**src/rtl/fetch_pkg.sv**
```systemverilog
// Shared types and defaults for the instruction-fetch stage.
// Imported by the fetch FIFO and the fetch stage top level.
package fetch_pkg;

    typedef enum logic [1:0] {
        RUN   = 2'd0,
        WAIT  = 2'd1,
        DRAIN = 2'd2
    } fetch_state_t;

    typedef struct packed {
        logic [31:0] pc;
        logic [31:0] instr;
    } fetch_entry_t;

    localparam logic [31:0] RESET_PC_DEF  = 32'h0000_0000;
    localparam logic [31:0] NOP_INSTR_DEF = 32'h0000_0013;
    localparam int          BUF_DEPTH_DEF = 2;

endpackage

```
**src/rtl/fetch_fifo.sv**
```systemverilog
// Small FIFO of fetched {pc, instr} entries.
// Synchronous flush empties it; push and pop may coincide.
import fetch_pkg::*;

module fetch_fifo #(
    parameter int DEPTH = BUF_DEPTH_DEF
) (
    input  logic                       clk,
    input  logic                       reset,
    input  logic                       flush,
    input  logic                       push,
    input  fetch_entry_t               din,
    input  logic                       pop,
    output fetch_entry_t               head,
    output logic                       empty,
    output logic [$clog2(DEPTH):0]     count
);

    localparam int AW = $clog2(DEPTH);

    fetch_entry_t    mem [DEPTH];
    logic [AW-1:0]   wr_ptr;
    logic [AW-1:0]   rd_ptr;
    logic            full;
    logic            do_push;
    logic            do_pop;

    // Status flags and qualified push/pop strobes
    always_comb begin
        full    = (count == (AW+1)'(DEPTH));
        empty   = (count == '0);
        do_pop  = pop & ~empty;
        do_push = push & (~full | do_pop);
        head    = mem[rd_ptr];
    end

    // Pointers and occupancy; flush drops everything
    always_ff @(posedge clk or posedge reset) begin
        if (reset) begin
            wr_ptr <= '0;
            rd_ptr <= '0;
            count  <= '0;
        end else if (flush) begin
            wr_ptr <= '0;
            rd_ptr <= '0;
            count  <= '0;
        end else begin
            if (do_push)
                wr_ptr <= wr_ptr + AW'(1);
            if (do_pop)
                rd_ptr <= rd_ptr + AW'(1);
            count <= count + (AW+1)'(do_push) - (AW+1)'(do_pop);
        end
    end

    // Entry storage, written only on a real push
    always_ff @(posedge clk) begin
        if (do_push & ~flush)
            mem[wr_ptr] <= din;
    end

endmodule

```
**src/rtl/if_fetch_stage.sv**
```systemverilog
// RV32I instruction-fetch stage: PC, one-outstanding imem requests,
// fetch buffer, stall and EX redirect handling.
import fetch_pkg::*;

module if_fetch_stage #(
    parameter logic [31:0] RESET_PC  = RESET_PC_DEF,
    parameter logic [31:0] NOP_INSTR = NOP_INSTR_DEF,
    parameter int          BUF_DEPTH = BUF_DEPTH_DEF
) (
    input  logic        clk,
    input  logic        reset,
    input  logic        en,
    input  logic        PCSrcE,
    input  logic [31:0] PCTargetE,
    output logic        imem_req_valid,
    input  logic        imem_req_ready,
    output logic [31:0] imem_req_addr,
    input  logic        imem_rsp_valid,
    input  logic [31:0] imem_rsp_data,
    output logic        fetch_valid,
    output logic [31:0] InstrF,
    output logic [31:0] PCF,
    output logic [31:0] PCPlus4F
);

    localparam int CW = $clog2(BUF_DEPTH) + 1;
    localparam logic [CW:0] DEPTH_C = (CW+1)'(BUF_DEPTH);

    fetch_state_t  state;
    logic [31:0]   fetch_pc;
    logic [31:0]   req_pc;
    logic [CW-1:0] count;
    logic          empty;
    fetch_entry_t  head;
    fetch_entry_t  push_entry;
    logic          push;
    logic          pop;
    logic          req_ok;
    logic          accept;
    logic [CW:0]   credit;

    fetch_fifo #(
        .DEPTH (BUF_DEPTH)
    ) u_fifo (
        .clk   (clk),
        .reset (reset),
        .flush (PCSrcE),
        .push  (push),
        .din   (push_entry),
        .pop   (pop),
        .head  (head),
        .empty (empty),
        .count (count)
    );

    // Credit check counts this cycle's push and pop so 1-cycle memory streams
    always_comb begin
        pop        = en & ~empty & ~PCSrcE;
        push       = imem_rsp_valid & (state == WAIT) & ~PCSrcE;
        push_entry = '{pc: req_pc, instr: imem_rsp_data};
        credit     = {1'b0, count} + (CW+1)'(push) - (CW+1)'(pop);
        req_ok     = 1'b0;
        unique case (state)
            RUN:     req_ok = 1'b1;
            WAIT:    req_ok = imem_rsp_valid;
            DRAIN:   req_ok = 1'b0;
            default: req_ok = 1'b0;
        endcase
        imem_req_valid = req_ok & ~PCSrcE & ~reset & (credit < DEPTH_C);
        imem_req_addr  = fetch_pc;
        accept         = imem_req_valid & imem_req_ready;
    end

    // FSM and PC: redirect wins, otherwise track the single outstanding request
    always_ff @(posedge clk or posedge reset) begin
        if (reset) begin
            state    <= RUN;
            fetch_pc <= RESET_PC;
            req_pc   <= '0;
        end else if (PCSrcE) begin
            fetch_pc <= PCTargetE & 32'hFFFF_FFFC;
            if ((state != RUN) && !imem_rsp_valid)
                state <= DRAIN;
            else
                state <= RUN;
        end else if (accept) begin
            fetch_pc <= fetch_pc + 32'd4;
            req_pc   <= fetch_pc;
            state    <= WAIT;
        end else begin
            unique case (state)
                RUN:     state <= RUN;
                WAIT:    if (imem_rsp_valid) state <= RUN;
                DRAIN:   if (imem_rsp_valid) state <= RUN;
                default: state <= RUN;
            endcase
        end
    end

    // Decode-facing outputs: FIFO head or a NOP bubble
    always_comb begin
        fetch_valid = ~empty;
        InstrF      = empty ? NOP_INSTR : head.instr;
        PCF         = empty ? 32'h0 : head.pc;
        PCPlus4F    = PCF + 32'd4;
    end

endmodule

```
**config.mk**
```make
export PLATFORM = sky130hd
export DESIGN_NAME = if_fetch_stage
export DESIGN_NICKNAME = d
export VERILOG_FILES = /design/src/rtl/fetch_pkg.sv /design/src/rtl/fetch_fifo.sv /design/src/rtl/if_fetch_stage.sv
export SDC_FILE = /design/constraint.sdc
export NUM_CORES = 1
export LEC_CHECK = 0
export ABC_AREA = 1
export CELL_PAD_IN_SITES_DETAIL_PLACEMENT = 0
export CELL_PAD_IN_SITES_GLOBAL_PLACEMENT = 2
export CORE_AREA = 10 10 189 191
export CTS_BUF_LIST = sky130_fd_sc_hd__clkbuf_2 sky130_fd_sc_hd__clkbuf_4 sky130_fd_sc_hd__clkbuf_8
export CTS_CLUSTER_SIZE = 40
export DETAILED_ROUTE_END_ITERATION = 8
export DIE_AREA = 0 0 199 201
export PLACE_DENSITY_LB_ADDON = 0.1
export SYNTH_ARGS = -nofsm -noshare
export SYNTH_HDL_FRONTEND = slang
export SYNTH_SLANG_ARGS = --single-unit
```
**constraint.sdc**
```tcl
create_clock -name clk -period 5.4 [get_ports clk]
set_input_delay 0.54 -clock clk [delete_from_list [all_inputs] [get_ports clk]]
set_output_delay 0.54 -clock clk [all_outputs]
set_load 0.02 [all_outputs]
```
=== Word level (Yosys, flattened, before mapping) ===
Memories as Yosys holds them, arrays and structs flattened.
Cells that the tools add are included.

* Output and inout port bits: 130
* Memories: 1
* Input bits: 70
* Bits in writable memories: 128
* Logic and storage cells: 63
* Register bits: 70

* Reduce and logical (&&, ||, !) cells: 10
* Mux-type cells: 17
* Equality and inequality tests: 4
* Order comparisons: 1
* Bitwise operators: 16
* Add/sub/neg operators: 8

{| class="wikitable"
|+ Memory list
! name !! words !! width !! read ports !! clocked after Yosys merged registers in !! wr ports !! RTL line !! source
|-
| u_fifo.mem || 2 || 64 || 1 || 0 || 1 || fetch_fifo.sv:21 || <nowiki>fetch_entry_t mem [DEPTH];</nowiki>
|}

{| class="wikitable"
|+ Operator list
! cell !! count
|-
| 2-to-1 mux 32 bit || 4
|-
| adder 32 x 3 -> 32 bit, second input constant || 2
|-
| 2-to-1 mux 2 bit || 6
|-
| AND 1 bit || 11
|-
| nonzero test 2 bit || 4
|-
| 2-to-1 mux 1 bit || 6
|-
| == test 2 bit, second input constant || 2
|-
| zero test 2 bit || 2
|-
| != test 4 x 1 -> 1 bit, second input constant || 1
|-
| inverter 1 bit || 4
|-
| adder 2 x 1 -> 3 bit || 1
|-
| < comparator 3 x 2 -> 1 bit, second input constant || 1
|-
| subtractor 3 x 1 -> 3 bit || 1
|-
| adder 1 bit, second input constant || 2
|-
| adder 2 x 1 -> 2 bit || 1
|-
| == test 2 x 1 -> 1 bit, second input constant || 1
|-
| one-hot mux 1 bit (2 select lines) || 1
|-
| AND reduction 2 bit || 1
|-
| OR reduction 2 bit || 1
|-
| subtractor 2 x 1 -> 2 bit || 1
|-
| logical AND 1 bit || 1
|-
| zero test 1 bit || 1
|-
| OR 1 bit || 1
|}

=== Longest topological paths before layout ===
Gate-level depths: netlist of the first run.

* Word-level depth: 10
* Gate-level depth with buffers: 15

=== By module ===
From an unflattened synthesis of the first run, not the netlist that was laid out.

* Cells, all modules: 1223
* Area total of the unflattened synthesis: 10134.7 sq um

{| class="wikitable"
|+ Modules (own cells, without submodules)
! module !! times used !! area an instance (sq um) !! sequential area each (sq um) !! cells an instance
|-
| if_fetch_stage || 1 || 5195.0 || 1551.5 || 851
|-
| fetch_fifo || 1 || 4939.7 || 3943.8 || 372
|}

=== Least setup slack after synthesis of the first run ===
OpenSTA, ideal clock, no wires.

* Path kind: input -> register
* Start: in en
* End: mem u_fifo.mem[0][0] in the netlist's numbering (enable)
* Stages: 4
* Buffers on the path: 0
* Data arrival time: 3.601 ns
* Path slack: 1.317 ns
* Library setup time: 0.482 ns
* Cells stage by stage: inv_1 nor3_1 o21ai_0 nor2_1

* Longest elaborated chain between the ends: 8

{| class="wikitable"
|+ RTL lines
! item !! RTL line !! source
|-
| from (decl) || if_fetch_stage.sv:12 || <nowiki>input logic en,</nowiki>
|-
| AND 1 bit (2 in series) || if_fetch_stage.sv:58 || <nowiki>pop = en & ~empty & ~PCSrcE;</nowiki>
|-
| AND 1 bit || fetch_fifo.sv:32 || <nowiki>do_pop = pop & ~empty;</nowiki>
|-
| OR 1 bit || fetch_fifo.sv:33 || <nowiki>do_push = push & (~full | do_pop);</nowiki>
|-
| AND 1 bit || fetch_fifo.sv:33 ||
|-
| AND 1 bit || fetch_fifo.sv:58 || <nowiki>if (do_push & ~flush)</nowiki>
|-
| 2-to-1 mux 1 bit || fetch_fifo.sv:58 ||
|-
| 2-to-1 mux 1 bit (not written as such) || fetch_fifo.sv:59 || <nowiki>mem[wr_ptr] <= din;</nowiki>
|-
| to (decl) || fetch_fifo.sv:21 ||
|}

Every way passes these cells.

=== Worst setup path in the final report of the first run ===
* Start: reg u_fifo.rd_ptr
* End: out PCPlus4F[14]

* Longest elaborated chain between the ends: 3

{| class="wikitable"
|+ RTL lines
! item !! RTL line !! source
|-
| from (decl) || fetch_fifo.sv:23 || <nowiki>logic [AW-1:0] rd_ptr;</nowiki>
|-
| from (signal assigned) || fetch_fifo.sv:51 || <nowiki>rd_ptr <= rd_ptr + AW'(1);</nowiki>
|-
| memory (2 x 64 bit) || - ||
|-
| 2-to-1 mux 32 bit || if_fetch_stage.sv:104 || <nowiki>PCF = empty ? 32'h0 : head.pc;</nowiki>
|-
| adder 32 x 3 -> 32 bit || if_fetch_stage.sv:105 || <nowiki>PCPlus4F = PCF + 32'd4;</nowiki>
|-
| to (decl) || if_fetch_stage.sv:23 || <nowiki>output logic [31:0] PCPlus4F</nowiki>
|}

Every way passes these cells.

==> out/metrics.csv, run 1 <==
stage,metric,value,unit
cts,CTS tree,built,
sta,Fin Setup TNS,0,ns
cells_and_area,finished layout cell area,12150,µm²
drt,DRC,0,
power_and_ir_drop,LEAKAGE,0.004982,µW
drt,Total Wirelength,28480,µm
floorplan,starting density of the core,29.37,%
cts,CTS Buf Count,17,
sta,final hold violation count,0,
sta,Final Setup Violations,0,
cts,clock slew at reported path FFs,0.11,ns
sta,Slew HR,35.06,%
floorplan,Core Area,32040,µm²
power_and_ir_drop,Max VDD drop,127.6,µV
cells_and_area,nets@finish,1338,
drt,drt wl/cell,16.94,µm
cells_and_area,area of the multi-input gates,3432,µm²
status,status,"complete, no violations",
drt,DR pass1 iterations,4,
synth,sequential area share after synthesis,57.13,%
drt,DR vias,7392,
setup_path,CP startpoint kind,flop,
cts,clk buf depth,2,
cells_and_area,register area,5376,µm²
sta,minimum clock period,4.206,ns
cells_and_area,area grow syn2layout,29.15,%
cts,CTS root buffer,clkbuf_8,
global_routing,vias in the first global route,7532,
global_routing,global route overflow,0,
setup_path,Critical Path AT,3.67,ns
cts,Worst-Skew Late Latency,0.48,ns
floorplan,Die ar.,40000,µm²
placement,hpwl dp,21000,µm
synth,Syn Inst Count,1075,
min_path,hold crit path type,flop to flop,
cts,Clock Sinks,190,
cts,setup bufs post-CTS,0,
floorplan,die height,201,µm
power_and_ir_drop,Power Total,3368,µW
cells_and_area,layout cells sized above 1,6.677,%
floorplan,FP Rows,66,
flow_run,max cap viols,0,
synth,yosys warns,0,
synth,Cell variety after synth,39,
cells_and_area,Filler cells,3301,
synth,synth cell count leaders,"nand2_1, edfxtp_1, nor2_1",
synth,Post-synth ARST share,34.74,%
sta,Final Cycle Share,77.90,%
synth,"top cells by area, synth","edfxtp_1, dfrtp_1, nand2_1",
placement,I/O Buffers,191,
sta,Slew @ Worst Pin,0.9718,ns
cts,hold buffers post-CTS,0,
sta,clock skew,0.02246,ns
synth,"count leader, synth",nand2_1,
global_routing,gr usage total,14.34,%
synth,Syn Area/Cell,8.753,µm²
drt,Routed Antenna Nets,0,
synth,"flops & latches, synth",190,
power_and_ir_drop,Power Density,277.2,nW/µm²
drt,via density per instance,4.397,
synth,number of synthesized flops with an enable pin,124,
placement,RePlAce Congestion,0.7960,
setup_path,Crit. End Element,primary output,
drt,DR iter-0 viols,378,
cts,H-tree depth,4,
floorplan,IO Count,200,
synth,ys flop type,edfxtp_1,
floorplan,Die X,199,µm
global_routing,initial antenna violation count,0,
sta,Max Slew Vio Count,0,
sta,Fmax,0.2377,GHz
global_routing,largest net degree at the start of global routing,67,
sta,RSZ-0062 raised after global routing,false,
setup_path,critical path data required time,4.86,ns
synth,"area leader, netlist",edfxtp_1,
synth,share of the synthesized area in the top cell type,39.57,%
cts,Post-CTS Resized,0,
cells_and_area,n_diodes,0,
setup_path,critical path class,flop to primary output,
setup_path,crit path max fanout,65,
placement,placed cell areas,11730,µm²
synth,mapped cell area,9409,µm²
global_routing,first-pass GRT wire length,44450,µm
area by class of cell:
class,instances,area share [%]
Multi-Input combinational cell,744,28.24
Inverter,102,3.171
Sequential cell,190,44.24
Clock inverter,14,1.452
Clock buffer,18,1.987
Tap cell,408,4.201
Timing Repair Buffer,205,16.70
where the power goes:
group	leakage [µW]	internal [µW]	switching (µW)
Sequential	0.00193	1700	119
Clock	0.000215	407	580
Combinational	0.00283	233	331
Total	0.00498	2340	1030
metrics by stage:
| step | std cells | setup slack, ns | util [%] | hold slack, ns |
|---|---|---|---|---|
| after floorplan | 1080 | 1.317 | - | 0.4424 |
| after global placement | 1649 | 1.425 | 36.62 | 0.4547 |
| after detailed placement | 1649 | 1.414 | 36.62 | 0.4521 |
| after CTS | 1681 | 1.008 | 37.93 | 0.4776 |
| after global routing | 1681 | 0.7573 | 37.93 | 0.5000 |
| final | 1681 | 1.194 | 37.93 | 0.4783 |
registers in the layout, indices dropped and copies added, names as in the netlist:
register       flops
u_fifo.rd_ptr      1
state              2
imem_req_addr     30
u_fifo.wr_ptr      1
req_pc            30
u_fifo.count       2
u_fifo.mem       124
cells by family after synthesis:
| family | count (synthesis) | share of synthesized area [%] |
|---|---|---|
| AOI/OAI and AO/OA | 84 | 4.774 |
| xor gates and xnor gates | 29 | 2.699 |
| adders and majority gates | 8 | 1.144 |
| buffers and inverters | 146 | 6.755 |
| DFF | 190 | 57.13 |
| other | 1 | 0.03986 |
| and+or+nand+nor | 617 | 27.46 |
final timing paths:
path / startpoint / to / slack [ns] / cells past startpoint
setup reg to reg: u_fifo.count[1] / imem_req_addr[26] / 2.02 / 17
hold / removal: req_pc[19] / u_fifo.mem[0][51] / 0.48 / 0
hold reg to reg: req_pc[19] / u_fifo.mem[0][51] / 0.48 / 0
setup / recovery: u_fifo.rd_ptr / PCPlus4F[14] / 1.19 / 11
max in group asynchronous: reset / u_fifo.rd_ptr / 4.04 / 3
min in group asynchronous: reset / state[1] / 0.61 / 3
layout by cell type, fill, tap and decap left out, types with 13 or more instances in the layout:
| master | Yosys | layout |
|---|---|---|
| a21oi_1 | 33 | 33 |
| buf_4 | 9 | 13 |
| clkbuf_8 | 0 | 17 |
| clkdlybuf4s50_1 | 0 | 191 |
| dfrtp_1 | 66 | 65 |
| edfxtp_1 | 124 | 124 |
| inv_1 | 97 | 96 |
| nand2_1 | 385 | 385 |
| nand3_1 | 79 | 79 |
| nor2_1 | 103 | 101 |
| nor2_2 | 13 | 13 |
| o21ai_0 | 34 | 34 |
| xor2_1 | 24 | 24 |
layer usage:
layer | routed length [µm] | track usage (%)
met2 | 13180 | 22.83
met5 | 0 | 0
met4 | 292 | 3.107
met1 | 13350 | 18.94
met3 | 1652 | 3.923
worst max-delay path, stage by stage (launching register included):
cell and delay (ns):
dfrtp_2 0.38, buf_4 0.59, or2_2 0.23, nand2_2 0.12
inv_1 0.14, ha_1 0.20, nand3_1 0.10, nor2_2 0.25
nand2_2 0.17, nor2_4 0.18, xor2_1 0.19, clkdlybuf4s50_1 0.64
Power figures use the tool's default switching activity.
==> run 2, diff against run 1 <==
==> constraint.sdc (replaced) <==
create_clock -name clk -period 4.1 [get_ports clk]
set_input_delay 0.41 -clock clk [delete_from_list [all_inputs] [get_ports clk]]
set_output_delay 0.41 -clock clk [all_outputs]
set_load 0.02 [all_outputs]
==> run 2 against run 1 <==
Clock-buffer cell count fell by 1. Power increased by 31%. Sequential power grew 32%. Die area unchanged. Global-route usage decreased by 0.12 points. Sequential share of layout area is 0.10 points lower. Via count fell by 0.41%. Core utilization grew 0.086 points. First-iteration DRC count rose by 18%. Critical endpoint is now PCPlus4F[28]. Largest cell class unchanged. Largest power group unchanged.
==> out/metrics.csv, run 2 (synthesis results as in run 1) <==
stage,metric,value,unit,change
cells_and_area,area grow syn2layout,29.44,%,
setup_path,Crit. End Element,primary output,,
power_and_ir_drop,Power Density,361.6,nW/µm²,+30%
setup_path,crit-path most repeated cell,nand3_1,,
drt,DRC,0,,unchanged
setup_path,max incr delay on CP,0.60,ns,-0.04 ns
setup_path,CP startpoint kind,flop,,
sta,Slew @ Worst Pin,0.9678,ns,-0.004061 ns
drt,DR vias,7362,,-0.41%
cts,H-tree depth,4,,unchanged
floorplan,Core Area,32040,µm²,unchanged
sta,Fin Setup TNS,0,ns,unchanged
drt,DR pass1 iterations,4,,unchanged
sta,minimum clock period,3.642,ns,
floorplan,IO Count,200,,unchanged
sta,clock skew,0.02248,ns,+0.00001920 ns
cells_and_area,nets@finish,1340,,+0.15%
setup_path,critical path data required time,3.69,ns,-1.17 ns
placement,hpwl dp,21150,µm,+0.71%
cts,CTS root buffer,clkbuf_8,,
sta,Final Cycle Share,88.82,%,
cells_and_area,most frequent cells in the layout,"nand2_1, clkdlybuf4s50_1, edfxtp_1, nor2_1, inv_1",,
drt,DR iter-0 viols,445,,+18%
global_routing,vias in the first global route,7489,,-0.57%
power_and_ir_drop,LEAKAGE,0.004989,µW,+0.14%
sta,Fmax,0.2746,GHz,
cts,hold buffers post-CTS,0,,unchanged
drt,Routed Antenna Nets,0,,unchanged
placement,I/O Buffers,191,,unchanged
sta,Max Slew Vio Count,0,,unchanged
placement,RePlAce Congestion,0.7881,,-0.99%
cts,CTS tree,built,,
sta,final hold violation count,0,,unchanged
drt,Total Wirelength,28340,µm,-0.51%
setup_path,Critical Path AT,3.23,ns,-0.44 ns
cts,Clock Sinks,190,,unchanged
flow_run,max cap viols,0,,unchanged
sta,Final Setup Violations,0,,unchanged
power_and_ir_drop,Max VDD drop,205.2,µV,+61%
cts,Worst-Skew Late Latency,0.46,ns,-0.02 ns
floorplan,starting density of the core,29.37,%,unchanged
setup_path,critical path class,flop to primary output,,
floorplan,Die ar.,40000,µm²,unchanged
cts,clk buf depth,2,,unchanged
status,status,"complete, no violations",,
global_routing,gr usage total,14.22,%,-0.12 points
cells_and_area,max reg flops,124,,unchanged
min_path,hold crit path type,flop to flop,,
cells_and_area,layout cells sized above 1,6.745,%,+0.068 points
sta,Hold WS,0.4786,ns,+0.0002970 ns
drt,via density per instance,4.374,,-0.52%
cells_and_area,n_diodes,0,,unchanged
floorplan,die height,201,µm,unchanged
setup_path,crit path max fanout,5,,-92%
drt,drt wl/cell,16.84,µm,-0.63%
setup_path,Slowest cell on crit path,clkdlybuf4s50_1,,
cells_and_area,"most common cell after layout, fill and taps aside",nand2_1,,
global_routing,largest net degree at the start of global routing,67,,unchanged
global_routing,global route overflow,0,,unchanged
global_routing,first-pass GRT wire length,44250,µm,-0.45%
cts,CTS Buf Count,17,,unchanged
sta,Slew HR,34.80,%,-0.26 points
cells_and_area,Biggest register,u_fifo.mem,,
sta,RSZ-0062 raised after global routing,false,,
floorplan,Die X,199,µm,unchanged
cts,clock slew at reported path FFs,0.12,ns,about the same
setup_path,CP Cell Sequence,nor2_4 -> nor2_1 -> nand2_2 -> inv_1 -> ha_1 -> nand3_1 -> nor2_2 -> nand3_1 -> inv_1 -> nand3_1 -> nand2_1 -> clkdlybuf4s50_1,,
global_routing,initial antenna violation count,0,,unchanged
floorplan,FP Rows,66,,unchanged
==> run 2: cell types whose count changed in the layout (fill, tap and decap cells not counted), sizes merged <==
cell	change
clkinv	+3
buf	+2
inv	-1
clkbuf	-1
bufinv	-1
==> run 2: repair_timing <==
item,CTS,global route
gates resized for setup,0,1
endpoints found under the hold margin,0,0
buffers inserted,0,0
endpoints found under the setup margin,0,1
==> run 2: area by class of cell <==
class	instances	area (µm²)
inverter	102	387.9
fill	3319	19860
tap	408	510.5
clock inverter	15	181.4
timing repair buffer	207	2057
clock buffer	17	234.0
multi-input combinational	744	3432
sequential	190	5376
==> run 2: report_power, final <==
group / internal (µW) / total [µW] / switching, µW / leakage [µW]
logic: 310 / 748 / 438 / 0.00284
clock network: 478 / 1260 / 781 / 0.000210
registers: 2240 / 2400 / 160 / 0.00193
==> run 2: critical path: cells and delay by family, from the launching register on <==
family,cells,cell delay (ns)
adders and majority gates,1,0.19
buffers and inverters,3,0.88
DFF,1,0.54
and+or+nand+nor,8,1.14
==> run 2: stage by stage <==
| step | total power [µW] | worst slack, ns | util (%) | cell area, µm² | instances |
|---|---|---|---|---|---|
| 3_3_place_gp | 3193 | 0.6105 | 36.71 | 11760 | 1651 |
| 3_5_place_dp | 3202 | 0.6068 | 36.71 | 11760 | 1651 |
| 2_1_floorplan | 2803 | 0.06772 | - | 9428 | 1080 |
| 6_report | 4404 | 0.4582 | 38.01 | 12180 | 1683 |
| 5_1_grt | 4656 | 0.08783 | 38.01 | 12180 | 1683 |
| 4_1_cts | 4469 | 0.2392 | 38.00 | 12180 | 1683 |
==> run 2: layer usage <==
metal | track usage [%] | vias to the layer above | part of all wire, %
li1 | - | 3838 | -
met1 | 19.25 | 3381 | 48
met2 | 22.42 | 131 | 46
met3 | 3.738 | 12 | 5.3
met4 | 2.617 | 0 | 0.77
met5 | 0 | - | 0
==> run 2: final timing paths <==
check                           startpoint           endpoint  cells after the start  slack (ns)
hold reg to reg                  req_pc[2]  u_fifo.mem[1][34]                      0        0.48
max in group asynchronous            reset         req_pc[29]                      3        2.94
setup reg to reg           u_fifo.count[1]  imem_req_addr[22]                     16        0.99
hold / removal                   req_pc[2]  u_fifo.mem[1][34]                      0        0.48
min in group asynchronous            reset    u_fifo.count[0]                      3        0.49
setup / recovery           u_fifo.count[1]       PCPlus4F[28]                     12        0.46
